$ cat config.mk
export PLATFORM = sky130hd
export DESIGN_NAME = filter_sequencer
export DESIGN_NICKNAME = d
export VERILOG_FILES = /design/src/rtl/filter_sequencer_pkg.sv /design/src/rtl/filter_sequencer_counter.sv /design/src/rtl/filter_sequencer.sv
export SDC_FILE = /design/constraint.sdc
export NUM_CORES = 1
export LEC_CHECK = 0
export ABC_AREA = 1
export BUFFER_PORTS_ARGS = -buffer_cell sky130_fd_sc_hd__buf_4
export CAP_MARGIN = 30
export CORE_ASPECT_RATIO = 1.4
export CORE_MARGIN = 4
export CORE_UTILIZATION = 24
export DETAILED_ROUTE_END_ITERATION = 7
export HOLD_SLACK_MARGIN = 0.08
export PLACE_DENSITY = 0.38
export SYNTH_ARGS = -nofsm -noshare
export SYNTH_HDL_FRONTEND = slang
export SYNTH_SLANG_ARGS = --single-unit
$ cat constraint.sdc
create_clock -name clk -period 3.4 [get_ports clk]
set_clock_uncertainty 0.1 [all_clocks]
set_input_delay 0.17 -clock clk [delete_from_list [all_inputs] [get_ports clk]]
set_output_delay 0.17 -clock clk [all_outputs]
set_load 0.01 [all_outputs]
$ cat src/rtl/filter_sequencer_pkg.sv
// Shared filter package.
// Holds the sequencer state encoding, the default address/length widths and
// the common filter sizing constants used across the filter datapath.
// Ports: none (package).
package filter_sequencer_pkg;

  localparam int BYTE              = 8;
  localparam int DEFAULT_ADDR_BITS = 9;
  localparam int DEFAULT_LEN_BITS  = 16;
  localparam int INPUT_SIZE        = 2 ** DEFAULT_ADDR_BITS;
  localparam int MAX_N             = 2 ** BYTE - 1;

  typedef enum logic [2:0] {
    ST_IDLE    = 3'd0,
    ST_CHECK   = 3'd1,
    ST_RUN     = 3'd2,
    ST_FETCH   = 3'd3,
    ST_SEND    = 3'd4,
    ST_WAIT_TX = 3'd5,
    ST_DONE    = 3'd6
  } seq_state_t;

  // A frame is unusable when it is empty or larger than the output memory.
  function automatic logic len_out_of_range(input int unsigned len,
                                            input int unsigned limit);
    return (len == 0) || (len > limit);
  endfunction

endpackage

$ cat src/rtl/filter_sequencer_counter.sv
// Shared up-counter used as the byte index of the sequencer.
// Ports:
//   clk        - clock, rising edge
//   rst        - asynchronous active-low reset, forces count to zero
//   clr        - synchronous clear (wins over en)
//   en         - increment by one
//   count      - registered count value
//   count_next - value count will take on the next edge
module filter_sequencer_counter #(
  parameter int WIDTH = 16
) (
  input  logic             clk,
  input  logic             rst,
  input  logic             clr,
  input  logic             en,
  output logic [WIDTH-1:0] count,
  output logic [WIDTH-1:0] count_next
);

  // Next value is exposed so the owner can register outputs derived from it.
  always_comb begin
    count_next = count;
    if (clr) begin
      count_next = '0;
    end else if (en) begin
      count_next = count + WIDTH'(1);
    end
  end

  // Count register.
  always_ff @(posedge clk or negedge rst) begin
    if (!rst) begin
      count <= '0;
    end else begin
      count <= count_next;
    end
  end

endmodule

$ cat src/rtl/filter_sequencer.sv
// Filter sequencer: on start, validates the frame length w*h, lets the kernel
// address handler run until it has written len results, then streams the
// output memory to the UART one byte at a time in address order.
// Ports:
//   clk           - clock, rising edge
//   rst           - asynchronous active-low reset
//   start         - one-cycle request to filter and transmit one frame
//   abort         - cancel the current operation, back to idle next edge
//   w, h          - frame width/height, sampled when start is accepted
//   kernel_w_addr - kernel address handler write pointer
//   tx_done       - one-cycle UART transmit-complete strobe
//   run_kernel    - enables the kernel, steers memory address mux to it
//   rd_addr       - output memory read address while transmitting
//   tx_dv         - one-cycle UART transmit start
//   busy          - sequencer is not idle
//   done          - one-cycle frame-complete pulse
//   err           - sticky bad-length flag, cleared by the next start
// All outputs are registered; they are computed from the next state.
module filter_sequencer
  import filter_sequencer_pkg::*;
#(
  parameter int ADDR_BITS = DEFAULT_ADDR_BITS,
  parameter int LEN_BITS  = DEFAULT_LEN_BITS
) (
  input  logic                 clk,
  input  logic                 rst,
  input  logic                 start,
  input  logic                 abort,
  input  logic [BYTE-1:0]      w,
  input  logic [BYTE-1:0]      h,
  input  logic [ADDR_BITS-1:0] kernel_w_addr,
  input  logic                 tx_done,
  output logic                 run_kernel,
  output logic [ADDR_BITS-1:0] rd_addr,
  output logic                 tx_dv,
  output logic                 busy,
  output logic                 done,
  output logic                 err
);

  seq_state_t state;
  seq_state_t next_state;

  logic [LEN_BITS-1:0]  len;
  logic [LEN_BITS-1:0]  len_d;
  logic [LEN_BITS-1:0]  index;
  logic [LEN_BITS-1:0]  index_next;
  logic                 index_clr;
  logic                 index_en;
  logic                 last_byte;
  logic                 kernel_done;
  logic                 len_bad;
  logic                 err_d;
  logic                 run_kernel_d;
  logic                 tx_dv_d;
  logic                 busy_d;
  logic                 done_d;
  logic [ADDR_BITS-1:0] rd_addr_d;

  assign last_byte   = (index == len - LEN_BITS'(1));
  assign kernel_done = (LEN_BITS'(kernel_w_addr) == len);
  assign len_bad     = len_out_of_range(32'(len), 32'd1 << ADDR_BITS);

  // Index restarts at zero when the kernel finishes and whenever the
  // sequencer heads back to idle, so an aborted frame never leaks into the next.
  assign index_clr = (next_state == ST_IDLE) || (state == ST_RUN);
  assign index_en  = (state == ST_WAIT_TX) && tx_done && !abort && !last_byte;

  filter_sequencer_counter #(
    .WIDTH(LEN_BITS)
  ) u_index_counter (
    .clk       (clk),
    .rst       (rst),
    .clr       (index_clr),
    .en        (index_en),
    .count     (index),
    .count_next(index_next)
  );

  // State and registered outputs.
  always_ff @(posedge clk or negedge rst) begin
    if (!rst) begin
      state      <= ST_IDLE;
      len        <= '0;
      err        <= 1'b0;
      run_kernel <= 1'b0;
      tx_dv      <= 1'b0;
      busy       <= 1'b0;
      done       <= 1'b0;
      rd_addr    <= '0;
    end else begin
      state      <= next_state;
      len        <= len_d;
      err        <= err_d;
      run_kernel <= run_kernel_d;
      tx_dv      <= tx_dv_d;
      busy       <= busy_d;
      done       <= done_d;
      rd_addr    <= rd_addr_d;
    end
  end

  // Next-state logic; abort overrides every other transition.
  always_comb begin
    next_state = state;
    if (abort) begin
      next_state = ST_IDLE;
    end else begin
      case (state)
        ST_IDLE:    if (start) next_state = ST_CHECK;
        ST_CHECK:   next_state = len_bad ? ST_IDLE : ST_RUN;
        ST_RUN:     if (kernel_done) next_state = ST_FETCH;
        ST_FETCH:   next_state = ST_SEND;
        ST_SEND:    next_state = ST_WAIT_TX;
        ST_WAIT_TX: if (tx_done) next_state = last_byte ? ST_DONE : ST_FETCH;
        ST_DONE:    next_state = ST_IDLE;
        default:    next_state = ST_IDLE;
      endcase
    end
  end

  // Output values for the next cycle, derived from next_state so that the
  // registered outputs line up with the state they describe.
  always_comb begin
    len_d = len;
    err_d = err;
    if (!abort) begin
      if (state == ST_IDLE && start) begin
        len_d = LEN_BITS'(w) * LEN_BITS'(h);
        err_d = 1'b0;
      end
      if (state == ST_CHECK && len_bad) begin
        err_d = 1'b1;
      end
    end
    run_kernel_d = (next_state == ST_RUN);
    tx_dv_d      = (next_state == ST_SEND);
    busy_d       = (next_state != ST_IDLE);
    done_d       = (next_state == ST_DONE);
    rd_addr_d    = '0;
    if (next_state inside {ST_FETCH, ST_SEND, ST_WAIT_TX}) begin
      rd_addr_d = ADDR_BITS'(index_next);
    end
  end

endmodule

==> flow_results.org <==
** CTS
- Root buf cell :: sky130_fd_sc_hd__clkbuf_16
- TritonCTS built the clock tree.
- Clock transition at path regs :: 70 ps
- Clk sink count :: 49
- Number of buffers added by the clock tree synthesis step :: 5
- Maximum clock insertion buffer count :: 2
- CTS built an H-tree with a depth of 2.
- Clock latency on the worst-skew pair :: just under 300 ps

** Worst hold path
- Worst Hold Class :: input port to flop

** Routing
- DRC violation count after routing :: 0
- For this block, the initial DRC count from the detailed router was 175.
- Mean routed wirelength per cell :: 12.4 µm
- Via count :: 4665
- Before antenna repair, the detailed router went through 4 iterations.
- Wire length after detailed routing :: around 14000 µm
- After detailed routing, the number of vias per cell comes to 4.09.
- In this run the remaining antenna-violating nets after routing total 0.

** Die
- Pin placement for this block handled 44 I/O pins.
- The floorplan step defined a die boundary enclosing 0.0250 mm².
- The core region is 0.0220 mm².
- Initial core utilization :: between 20 and 25%
- Die X :: roughly 130 µm
- The initialized floorplan defines 64 standard-cell rows.
- Overall die height :: 185 µm

** Timing
- Worst Max-Slew Pin Slew :: 647 ps
- Fin crit period :: approximately 3700 ps
- Final hold violation count :: 0
- Hold timing on the final database bottoms out at a slack of 172 ps.
- The final max-slew violation count came to 0.
- Setup tns final :: -919 ps
- Final setup viols :: 6
- Headroom to the max-slew limit came out at 56.9%.
- Across all setup checks in the final design, the least slack found is -334 ps.
- Setup repair after global routing could not meet its margin everywhere.
- Tcrit/Tclk final :: 110%
- Based on the critical path, the design can be clocked at up to 268 MHz.

** Cells and area
- In the final layout, the share of cells above drive strength 1 is between 20 and 25%.
- Leaving out fill and tap cells, the most frequent cell in the layout is sky130_fd_sc_hd__nand2_1.
- After filler insertion, the fill cell instance count of the layout stands at 2423.
- The final layout contains 947 nets.
- The repair_antennas step left the layout with diodes totalling 0.
- In the layout the commonest cells are 178 x sky130_fd_sc_hd__nand2_1, 152 x sky130_fd_sc_hd__inv_1, 88 x sky130_fd_sc_hd__buf_4.
- Compared with the post-synthesis result, the final layout area differs by 28.3%.

** Placement
- Input and output buffers added on the ports amount to 43.
- Half-perimeter wire length of the detailed placement result :: roughly 12000 µm
- At the end of routability-driven placement, the weighted congestion stood at 0.819.

** Synth
- Proportion of register bits with asynchronous set or reset after synthesis :: 100%
- For this run, the leading register cell type out of synthesis is sky130_fd_sc_hd__dfrtp_1.
- In this run the cell area of the synthesized design comes to 0.00539 mm².
- Yosys mapped the design onto 37 distinct sky130hd cell types.
- Counting every net in the synthesized netlist gives 862.
- Sequential cells were found to cover between 20% and 30% of the synthesized design area.
- Cell type with the highest aggregate area in the netlist :: sky130_fd_sc_hd__dfrtp_1
- The Yosys step of the flow raised 0 warnings.
- Each instance of the synthesized netlist takes up on average 7.12 µm².
- After synthesis, the cell types taking the most area are sky130_fd_sc_hd__dfrtp_1 23%, sky130_fd_sc_hd__fa_1 13%, sky130_fd_sc_hd__nand2_1 13%.
- Top-area cell type share of the netlist area :: 22.7%
- After synthesis the netlist holds a flip-flop and latch count of 49.
- Yosys mapped a number of flops with a built-in enable equal to 0.
- Cell count after synthesis :: 758

** Critical path
- The largest single stage delay on the critical path is 600 ps.
- Cell type of the slowest stage on the worst timing path :: sky130_fd_sc_hd__fa_1
- The worst setup path is launched from an input port.
- Counting stages on the worst path, the most repeated cell is sky130_fd_sc_hd__fa_1.
- The number of buffers and inverters on the critical path is 2.
- Maximum fanout encountered on the critical timing path :: 6
- Cell-by-cell trace of the critical path :: buf_12 > nand2_4 > fa_1 > fa_1 > inv_1 > fa_1 > fa_1 > ha_4 > a21oi_4 > o21ai_2 > a21oi_2 > o21ai_2 > a21oi_1 > o21bai_1 > or2_4 > nand3_2 > o21ai_1
- At the worst endpoint, the required time is roughly 3500 ps.
- Class of the most critical setup path :: input port to flop
- The cell family contributing the most delay on the critical path is adder cells.
- Critical path data arrival time :: 3790 ps
- Critical Path End Type :: flop

** Global route
- The number of antenna violations at the first check in global routing was 0.
- Grt total ovfl :: 0
- For this run, the total global-route usage over all layers was measured as a little under an eighth.
- The first global-routing pass estimated 23700 µm of wire.
- Vias in the first global route :: 4819
- Largest net degree at the start of global routing :: 50

** Power and ir drop
- Of the total power, registers draw 21.3%.
- For this design the ratio of total power to cell area is around 540 mW/mm².
- Maximum vdd drop :: around 0.00021 V
- In this run the power spent charging and discharging nets is 0.00163 W.
- Combinational group share of total power :: 62.6%
- Fraction of power spent switching nets :: 43.5%
- The clock network accounts for 16.0% of the total power.
- The internal portion of the total power is 0.00212 W.
- Lkg Pwr :: 3.74 nW

** Status
- Run status :: finished with violations
- The checks that failed: setup timing.

** Job
- The tool flagged a number of max-cap violations equal to 0.
-- repair_timing --
action,CTS,global route
endpoints found under the hold margin,50,0
setup buffers,6,2
endpoints found under the setup margin,6,8
hold buffers,2,0
gates resized for setup,29,26
pin swaps,17,18
-- power groups by stage --
| stage | clock network (W) | registers (W) | logic (W) |
|---|---|---|---|
| 6_report | 0.000602 | 0.000800 | 0.00235 |
| 3_5_place_dp | 0 | 0.000812 | 0.00218 |
| 4_1_cts | 0.000625 | 0.000800 | 0.00228 |
| 5_1_grt | 0.000639 | 0.000818 | 0.00266 |
| 3_3_place_gp | 0 | 0.000814 | 0.00218 |
| 2_1_floorplan | 0 | 0.000771 | 0.00153 |
-- worst paths after layout --
| path | startpoint | to | slack [ps] | cells past startpoint |
|---|---|---|---|---|
| worst max register to register | len[0]$_DFFE_PN0P_ | u_index_counter.count[13]$_DFFE_PN0P_ | 580 | 17 |
| worst min-delay path | w[0] | len[0]$_DFFE_PN0P_ | 170 | 4 |
| min in group asynchronous | rst | rd_addr[2]$_DFF_PN0_ | 350 | 2 |
| max in group asynchronous | rst | u_index_counter.count[13]$_DFFE_PN0P_ | 2410 | 2 |
| worst max-delay path | w[2] | len[14]$_DFFE_PN0P_ | -330 | 17 |
| worst min register to register | err$_DFFE_PN0P_ | err$_DFFE_PN0P_ | 420 | 1 |
-- metal layers --
layer	share of wire [%]	vias up	GRT usage [%]
met5	0	-	0
met4	1.2	0	2.65
met3	2.1	8	0.897
met2	57	59	24.4
met1	40	2124	12.7
li1	-	2474	-
-- worst min-delay path, cell delays in order --
cell and delay (ps):
sky130_fd_sc_hd__buf_8 90, sky130_fd_sc_hd__buf_4 120, sky130_fd_sc_hd__nand3_1 70, sky130_fd_sc_hd__o21ai_0 70
-- sequential cells by signal, indices dropped and copies added, names as in the netlist --
signal / cells
len: 16
u_index_counter.count: 16
rd_addr: 9
run_kernel: 1
tx_dv: 1
state: 3
busy: 1
done: 1
err: 1
-- cell usage after synthesis, drive strengths merged (2+ instances only) --
cell,instances
nand2,198
inv,164
nor2,74
nand3,56
dfrtp,49
ha,38
fa,36
o21ai,32
xor2,25
clkbuf,20
a21oi,12
nor3,12
xnor2,10
nand4,8
buf,5
a31oi,4
o22ai,4
o21bai,3
or2,2
-- layout make-up --
class	instances	area [µm²]	share of cell area (%)
Sequential cell	49	1230	17.7
Tap cell	297	372	5.37
Clock buffer	6	139	2.01
Multi-Input combinational cell	520	3650	52.8
Clock inverter	2	37.5	0.542
Timing Repair Buffer	103	873	12.6
Inverter	164	621	8.96
-- metrics by stage --
| stage | cell area, µm² | total power [W] | instances | util [%] | setup WS, ps |
|---|---|---|---|---|---|
| after floorplan | 5670 | 0.00230 | 758 | - | -414 |
| after global placement | 6450 | 0.00300 | 1123 | 29.3 | -648 |
| after detailed placement | 6450 | 0.00299 | 1123 | 29.3 | -671 |
| after CTS | 6800 | 0.00371 | 1139 | 30.9 | -304 |
| after global routing | 6920 | 0.00411 | 1141 | 31.4 | -516 |
| final | 6920 | 0.00375 | 1141 | 31.4 | -334 |
-- kinds of logic (layout without fill, tap and decap cells) --
| kind of cell | Yosys count | after routing | synth area share [%] |
|---|---|---|---|
| flip-flops | 49 | 49 | 22.7 |
| buffers and inverters | 189 | 275 | 13.9 |
| adder cells (fa/ha/maj) | 74 | 74 | 22.2 |
| AO/OA/AOI/OAI | 58 | 58 | 5.91 |
| AND/OR/NAND/NOR | 353 | 353 | 29.6 |
| XOR/XNOR | 35 | 35 | 5.68 |
(Power assumes the default switching activity.)
